[src/rtl/seq_det_pkg.sv]
// -----------------------------------------------------------------------------
// seq_det_pkg
//   Shared constants and helpers for the programmable serial pattern detector.
//   - DEF_W / DEF_PATTERN / DEF_OVERLAP : reset-time configuration used when
//     the detector is built at its default width (1101 detector, overlap on).
//   - clog2 : ceiling log2, used to size the history fill counter.
// -----------------------------------------------------------------------------
package seq_det_pkg;

    localparam int          DEF_W       = 4;
    localparam logic [3:0]  DEF_PATTERN = 4'b1101;
    localparam logic        DEF_OVERLAP = 1'b1;

    // Ceiling log2 with a floor of 1 so that a counter sized from it always
    // has at least one bit. A counter of clog2(W) bits holds 0..W-1.
    function automatic int clog2(input int value);
        int r;
        r = 0;
        for (int i = 0; i < 32; i++) begin
            if ((1 << r) < value) begin
                r = r + 1;
            end
        end
        return (r < 1) ? 1 : r;
    endfunction

endpackage : seq_det_pkg

[src/rtl/sat_counter.sv]
// -----------------------------------------------------------------------------
// sat_counter
//   Saturating up-counter used for match statistics.
//   Ports:
//     clk    in   rising-edge clock
//     reset  in   asynchronous active-high reset, clears count
//     inc    in   increment request (ignored once saturated)
//     clr    in   synchronous clear, wins over inc
//     count  out  CW-bit current count
//     sat    out  high while count is all ones
// -----------------------------------------------------------------------------
module sat_counter #(
    parameter int CW = 8
) (
    input  logic          clk,
    input  logic          reset,
    input  logic          inc,
    input  logic          clr,
    output logic [CW-1:0] count,
    output logic          sat
);

    always_comb begin
        sat = &count;
    end

    always_ff @(posedge clk or posedge reset) begin
        if (reset) begin
            count <= '0;
        end else if (clr) begin
            count <= '0;
        end else if (inc && !sat) begin
            count <= count + 1'b1;
        end
    end

endmodule : sat_counter

[src/rtl/seq_detector_prog.sv]
// -----------------------------------------------------------------------------
// seq_detector_prog
//   Programmable serial bit-pattern detector with Mealy match output and a
//   saturating match counter.
//   Parameters:
//     W               pattern length (>= 2)
//     CW              match counter width
//     DEFAULT_PATTERN pattern after reset, first-received bit in the MSB
//     DEFAULT_MASK    compare mask after reset (1 = compare, 0 = don't care)
//     DEFAULT_OVERLAP overlap mode after reset
//   Ports:
//     clk          in   rising-edge clock
//     reset        in   asynchronous active-high reset
//     x_valid      in   x carries a stream bit this cycle
//     x            in   serial stream bit
//     cfg_load     in   latch cfg_* (clears history and counter, drops bit)
//     cfg_pattern  in   new pattern
//     cfg_mask     in   new mask
//     cfg_overlap  in   new overlap mode
//     count_clr    in   synchronous clear of match_count
//     y            out  combinational match, valid with the final bit
//     match_count  out  saturating number of matches
//     count_sat    out  high while match_count is all ones
// -----------------------------------------------------------------------------
module seq_detector_prog
    import seq_det_pkg::*;
#(
    parameter int           W               = DEF_W,
    parameter int           CW              = 8,
    parameter logic [W-1:0] DEFAULT_PATTERN = W'(DEF_PATTERN),
    parameter logic [W-1:0] DEFAULT_MASK    = {W{1'b1}},
    parameter logic         DEFAULT_OVERLAP = DEF_OVERLAP
) (
    input  logic          clk,
    input  logic          reset,
    input  logic          x_valid,
    input  logic          x,
    input  logic          cfg_load,
    input  logic [W-1:0]  cfg_pattern,
    input  logic [W-1:0]  cfg_mask,
    input  logic          cfg_overlap,
    input  logic          count_clr,
    output logic          y,
    output logic [CW-1:0] match_count,
    output logic          count_sat
);

    localparam int           FW       = clog2(W);
    localparam logic [FW-1:0] FILL_MAX = FW'(W - 1);

    // Live configuration
    logic [W-1:0]  pat;
    logic [W-1:0]  msk;
    logic          ovl;

    // Stream history: last W-1 accepted bits, newest at the LSB, and how many
    // of them are meaningful (saturates at W-1).
    logic [W-2:0]  hist;
    logic [FW-1:0] fill;

    logic [W-1:0]  cand;
    logic          full;
    logic          hit;
    logic          accept;

    // Candidate window: oldest history bit lines up with pat[W-1], the bit
    // arriving now lines up with pat[0].
    always_comb begin
        cand   = {hist, x};
        full   = (fill == FILL_MAX);
        hit    = (((cand ^ pat) & msk) == '0);
        accept = x_valid && !cfg_load;
        // reset is folded in so y drops the moment reset rises, without
        // waiting for the registers to be observed as cleared.
        y      = accept && !reset && full && hit;
    end

    // Configuration registers
    always_ff @(posedge clk or posedge reset) begin
        if (reset) begin
            pat <= DEFAULT_PATTERN;
            msk <= DEFAULT_MASK;
            ovl <= DEFAULT_OVERLAP;
        end else if (cfg_load) begin
            pat <= cfg_pattern;
            msk <= cfg_mask;
            ovl <= cfg_overlap;
        end
    end

    // History and fill tracking
    always_ff @(posedge clk or posedge reset) begin
        if (reset) begin
            hist <= '0;
            fill <= '0;
        end else if (cfg_load) begin
            // New configuration starts from an empty window; the bit that
            // arrived alongside the load is dropped.
            hist <= '0;
            fill <= '0;
        end else if (x_valid) begin
            hist <= cand[W-2:0];
            if (y && !ovl) begin
                // Non-overlapping: the matched bits may not be reused, so the
                // window must refill completely before the next compare.
                fill <= '0;
            end else if (!full) begin
                fill <= fill + 1'b1;
            end
        end
    end

    // Match statistics; a configuration load also restarts the count.
    sat_counter #(
        .CW (CW)
    ) u_sat_counter (
        .clk   (clk),
        .reset (reset),
        .inc   (y),
        .clr   (count_clr || cfg_load),
        .count (match_count),
        .sat   (count_sat)
    );

endmodule : seq_detector_prog

[config.mk]
export PLATFORM = sky130hd
export DESIGN_NAME = seq_detector_prog
export DESIGN_NICKNAME = d
export VERILOG_FILES = /design/src/rtl/seq_det_pkg.sv /design/src/rtl/sat_counter.sv /design/src/rtl/seq_detector_prog.sv
export SDC_FILE = /design/constraint.sdc
export NUM_CORES = 1
export LEC_CHECK = 0
export CAP_MARGIN = 20
export CORE_ASPECT_RATIO = 1.5
export CORE_MARGIN = 3
export CORE_UTILIZATION = 45
export CTS_CLUSTER_SIZE = 10
export DETAILED_ROUTE_END_ITERATION = 12
export GPL_TIMING_DRIVEN = 0
export MAX_ROUTING_LAYER = met4
export PLACE_DENSITY = 0.77
export SYNTH_ARGS = -nofsm -noshare
export SYNTH_HDL_FRONTEND = slang
export SYNTH_SLANG_ARGS = --single-unit
[constraint.sdc]
create_clock -name clk -period 1.4 [get_ports clk]
set_input_delay 0.14 -clock clk [delete_from_list [all_inputs] [get_ports clk]]
set_output_delay 0.14 -clock clk [all_outputs]
set_load 0.01 [all_outputs]
==> tab_implementation.tex <==
\begin{tabular}{lr}
\hline
Metric & Value \\
\hline
\multicolumn{2}{l}{\textbf{Placement}} \\
Number of placed instances, taps included & 165 \\
Placer's final routability congestion estimate & about 0.78 \\
Number of buffers added on ports & 23 \\
Sum of net half-perimeters after detailed placement & approximately 1.8 mm \\
Total placed instance area & between 1500 and 2000 sq um \\
\multicolumn{2}{l}{\textbf{Clock tree}} \\
Buffer levels on the longest clock path & 2 \\
Number of sinks handled by clock tree synthesis & 22 \\
Buffer type at the clock tree root & clkbuf\_4 \\
Level count of the clock H-tree & 1 \\
Source-to-sink clock delay at the later pin of the worst-skew pair & between 0.3 and 0.4 ns \\
Clock buffers created by TritonCTS & 3 \\
TritonCTS clock tree & built \\
Clock transition time at the flip-flop clock pins of the worst setup and hold paths & between 0.1 and 0.15 ns \\
Total of hold buffers inserted after clock tree synthesis & 0 \\
\multicolumn{2}{l}{\textbf{Global route}} \\
GRT Resource Usage Total & 0.1792 \\
Global-route wire length before repair & between 4 and 5 mm \\
GRT overflow & 0 \\
Initial antenna violation count & 0 \\
Via count of the first global-routing pass & around 1.1k \\
Largest net degree at the start of global routing & 23 \\
\multicolumn{2}{l}{\textbf{Run}} \\
\# Max-Cap Violations & 0 \\
\multicolumn{2}{l}{\textbf{Timing}} \\
Worst Clk Skew & 0.004197 ns \\
Final Slew Violations & 0 \\
Worst slew margin relative to its limit & 0.4360 \\
Setup repair after global routing missed its margin & true \\
Setup Viol. Count Final & 12 \\
Final clock period utilization by the worst path & 1.237 \\
Final critical path time including I/O delays and setup & 1.732 ns \\
Transition time of the tightest slew-check pin & between 0.8 and 0.9 ns \\
WHS & between 0.15 and 0.2 ns \\
Post-route setup slack & -0.3317 ns \\
Maximum frequency from static timing analysis & $\sim$580 MHz \\
Count of endpoints failing hold in the final timing report & 0 \\
\multicolumn{2}{l}{\textbf{Logic synthesis}} \\
Multiplexer fraction of the synthesized cell area & 0.1397 \\
Post-synthesis sequential area ratio & 0.4567 \\
Post-synthesis instance area & about 1200 sq um \\
Synth cell types & 34 \\
Main combinational cell family by area after synthesis & simple AND/OR/NAND/NOR gates \\
Share of the synthesized area in the top cell type & 0.2854 \\
Xor and xnor fraction of the mapped netlist area & 0.03568 \\
Number of warning messages in the yosys log & 0 \\
Simple logic cell fraction of the synthesized area & 0.1855 \\
Top cells by area in the synthesized netlist & dfrtp\_1 29\%, dfstp\_2 17\%, mux2\_2 8.3\% \\
Synthesized-area fraction occupied by adder cells & 0.02039 \\
Average cell area after synthesis & roughly 12 sq um \\
Compound-cell area share of the yosys netlist & 0.1131 \\
Post-synthesis sequential element count & 22 \\
Cell count after synthesis & about 110 \\
Dominant cell type by area after synthesis & dfrtp\_1 \\
Synth Net Count & 123 \\
\multicolumn{2}{l}{\textbf{Worst setup path}} \\
Critical path capture point type & primary output \\
Count of buffering cells on the critical path with inverters included & 1 \\
Critical Path RT & around 1.3 ns \\
Longest individual stage delay on the worst path & about 0.58 ns \\
Data arrival, critical path & $\sim$1.6 ns \\
Peak fanout along the critical path & 2 \\
Worst-path cell chain & xor2\_2 -> a221oi\_4 -> and2\_4 -> buf\_6 \\
Top Family by Delay on Critical Path & flip-flops \\
FF-to-FF setup slack & -0.28 ns \\
Startpoint class of the critical path & register \\
Worst-path cell with the longest stage delay & dfstp\_2 \\
Category of the critical setup timing path & reg2out \\
\multicolumn{2}{l}{\textbf{Outcome}} \\
Violated checks & negative setup slack \\
Outcome & complete, but fails checks \\
\multicolumn{2}{l}{\textbf{Power and ir drop}} \\
Leak & 0.8127 nW \\
Net Sw Power & between 0.3 and 0.4 mW \\
Net Sw Frac & 0.2640 \\
Clock power frac & 0.250 \\
Peak VDD IR & 681.5 uV \\
Seq pwr share & 0.578 \\
Pwr dens & just over 700 nW/um\^{}2 \\
Combinational power share & 0.172 \\
Cell-internal power & 0.9124 mW \\
\multicolumn{2}{l}{\textbf{Detailed routing}} \\
Detailed Routing Iterations Pass 1 & 4 \\
Residual antenna-violating net count after detailed routing & 0 \\
Vias per cell & 5.306 \\
Overall via count from detail\_route & approximately 970 \\
Post-route DRC & 0 \\
Average routed wire per standard cell & $\sim$15 um \\
Iteration-0 DRC Markers & 15 \\
Final wirelength & around 2.8 mm \\
\multicolumn{2}{l}{\textbf{Floorplan}} \\
Ports & 25 \\
Cell row count & 22 \\
Die span in y & 69.97 um \\
Starting density of the core & 0.4847 \\
Floorplan die area & approximately 3400 sq um \\
Core Footprint & between 2000 and 3000 sq um \\
Die width & 48.64 um \\
\multicolumn{2}{l}{\textbf{Final layout}} \\
Count of antenna diodes in the layout & 0 \\
Number of standard cells in the final layout excluding fillers & 183 \\
Design area & around 1700 sq um \\
Fraction of layout cells with a size suffix above 1 & 0.4218 \\
Area growth from synthesis to layout & 42.10\% \\
Commonest non-fill, non-tap cells in the layout & 14 x clkdlybuf4s50\_1, 13 x buf\_4, 12 x dfrtp\_1 \\
Most common cell after layout, fill and taps aside & clkdlybuf4s50\_1 \\
Final net count & about 170 \\
\multicolumn{2}{l}{\textbf{Hold path}} \\
Hold crit path type & in2reg \\
\hline
\end{tabular}
[cells in the mapped netlist, drive strengths merged]
| cell type | instances |
|---|---|
| a2111oi | 1 |
| nand3 | 3 |
| mux2i | 7 |
| and4 | 1 |
| and2 | 1 |
| dfrtp | 14 |
| and3 | 4 |
| nand4 | 5 |
| a41oi | 1 |
| dfstp | 8 |
| a211oi | 1 |
| nor2 | 7 |
| nor3b | 1 |
| a31o | 1 |
| a221o | 1 |
| nand4bb | 1 |
| xnor2 | 1 |
| a41o | 2 |
| mux2 | 9 |
| nor3 | 1 |
| nor2b | 3 |
| a221oi | 1 |
| a31oi | 3 |
| or3 | 3 |
| inv | 4 |
| a22oi | 1 |
| nand2 | 9 |
| buf | 6 |
| xor2 | 4 |
| ha | 2 |
[worst register-to-register path: cells and delay by family, from the launching register on]
family | cells | cell delay, ns
AOI/OAI and AO/OA | 2 | 0.64
xor gates and xnor gates | 1 | 0.09
buffers and inverters | 1 | 0.19
DFF | 1 | 0.58
and+or+nand+nor | 1 | 0.08
[through the flow]
stage	util	TNS, ns	worst slack, ns	power (mW)
floorplan	-	-0.2499	-0.1037	0.8452
global placement	0.6057	-5.104	-0.6723	0.9102
detailed placement	0.6057	-5.338	-0.6597	0.9203
CTS	0.6690	-2.212	-0.3243	1.231
global route	0.6887	-3.225	-0.3775	1.295
finish	0.6887	-2.513	-0.3317	1.240
[cell families after synthesis]
group | after synthesis
XOR/XNOR | 5
AO/OA/AOI/OAI | 12
AND/OR/NAND/NOR | 39
multiplexers | 16
flip-flops | 22
buffers and inverters | 10
adder cells (fa/ha/maj) | 2
[layout make-up]
cell class	instances	area (sq um)
timing repair buffer	38	364.1
buffer	5	42.54
sequential	22	563.0
multi-input combinational	74	688.2
inverter	4	15.01
clock buffer	4	26.28
tap	36	45.04
fill	193	788.3
[power by group through the flow]
stage / Clock (mW) / Combinational (mW) / Sequential (mW)
5_1_grt: 0.343 / 0.230 / 0.721
2_1_floorplan: 0 / 0.129 / 0.717
4_1_cts: 0.310 / 0.206 / 0.715
3_3_place_gp: 0 / 0.188 / 0.722
3_5_place_dp: 0 / 0.195 / 0.725
6_report: 0.310 / 0.213 / 0.717
[metal layers]
layer,global-route usage,routed length (um),up-vias
met4,0.05380,27,0
met3,0.01706,94,5
li1,-,-,468
met1,0.1795,1093,474
met5,-,0,-
met2,0.3540,1603,24
[final timing paths]
| kind | start | endpoint | cells after the start |
|---|---|---|---|
| hold reg to reg | pat[1] | pat[1] | 1 |
| min in group asynchronous | reset | u_sat_counter.count[4] | 2 |
| setup / recovery | pat[2] | y | 4 |
| setup reg to reg | pat[2] | fill[1] | 5 |
| hold / removal | x_valid | hist[2] | 3 |
| max in group asynchronous | reset | u_sat_counter.count[7] | 2 |
[timing repair]
item / 4_1_cts / 5_1_grt
setup buffers: 14 / 1
setup endpoints to repair: 20 / 17
pin swaps: 3 / 4
gates resized for setup: 21 / 9
[sequential cells by signal (all words and copies together) (netlist names)]
name / cells
fill: 2
msk: 4
pat: 4
ovl: 1
hist: 3
u_sat_counter.count: 8
No activity file was read; power rests on OpenSTA's default activity.
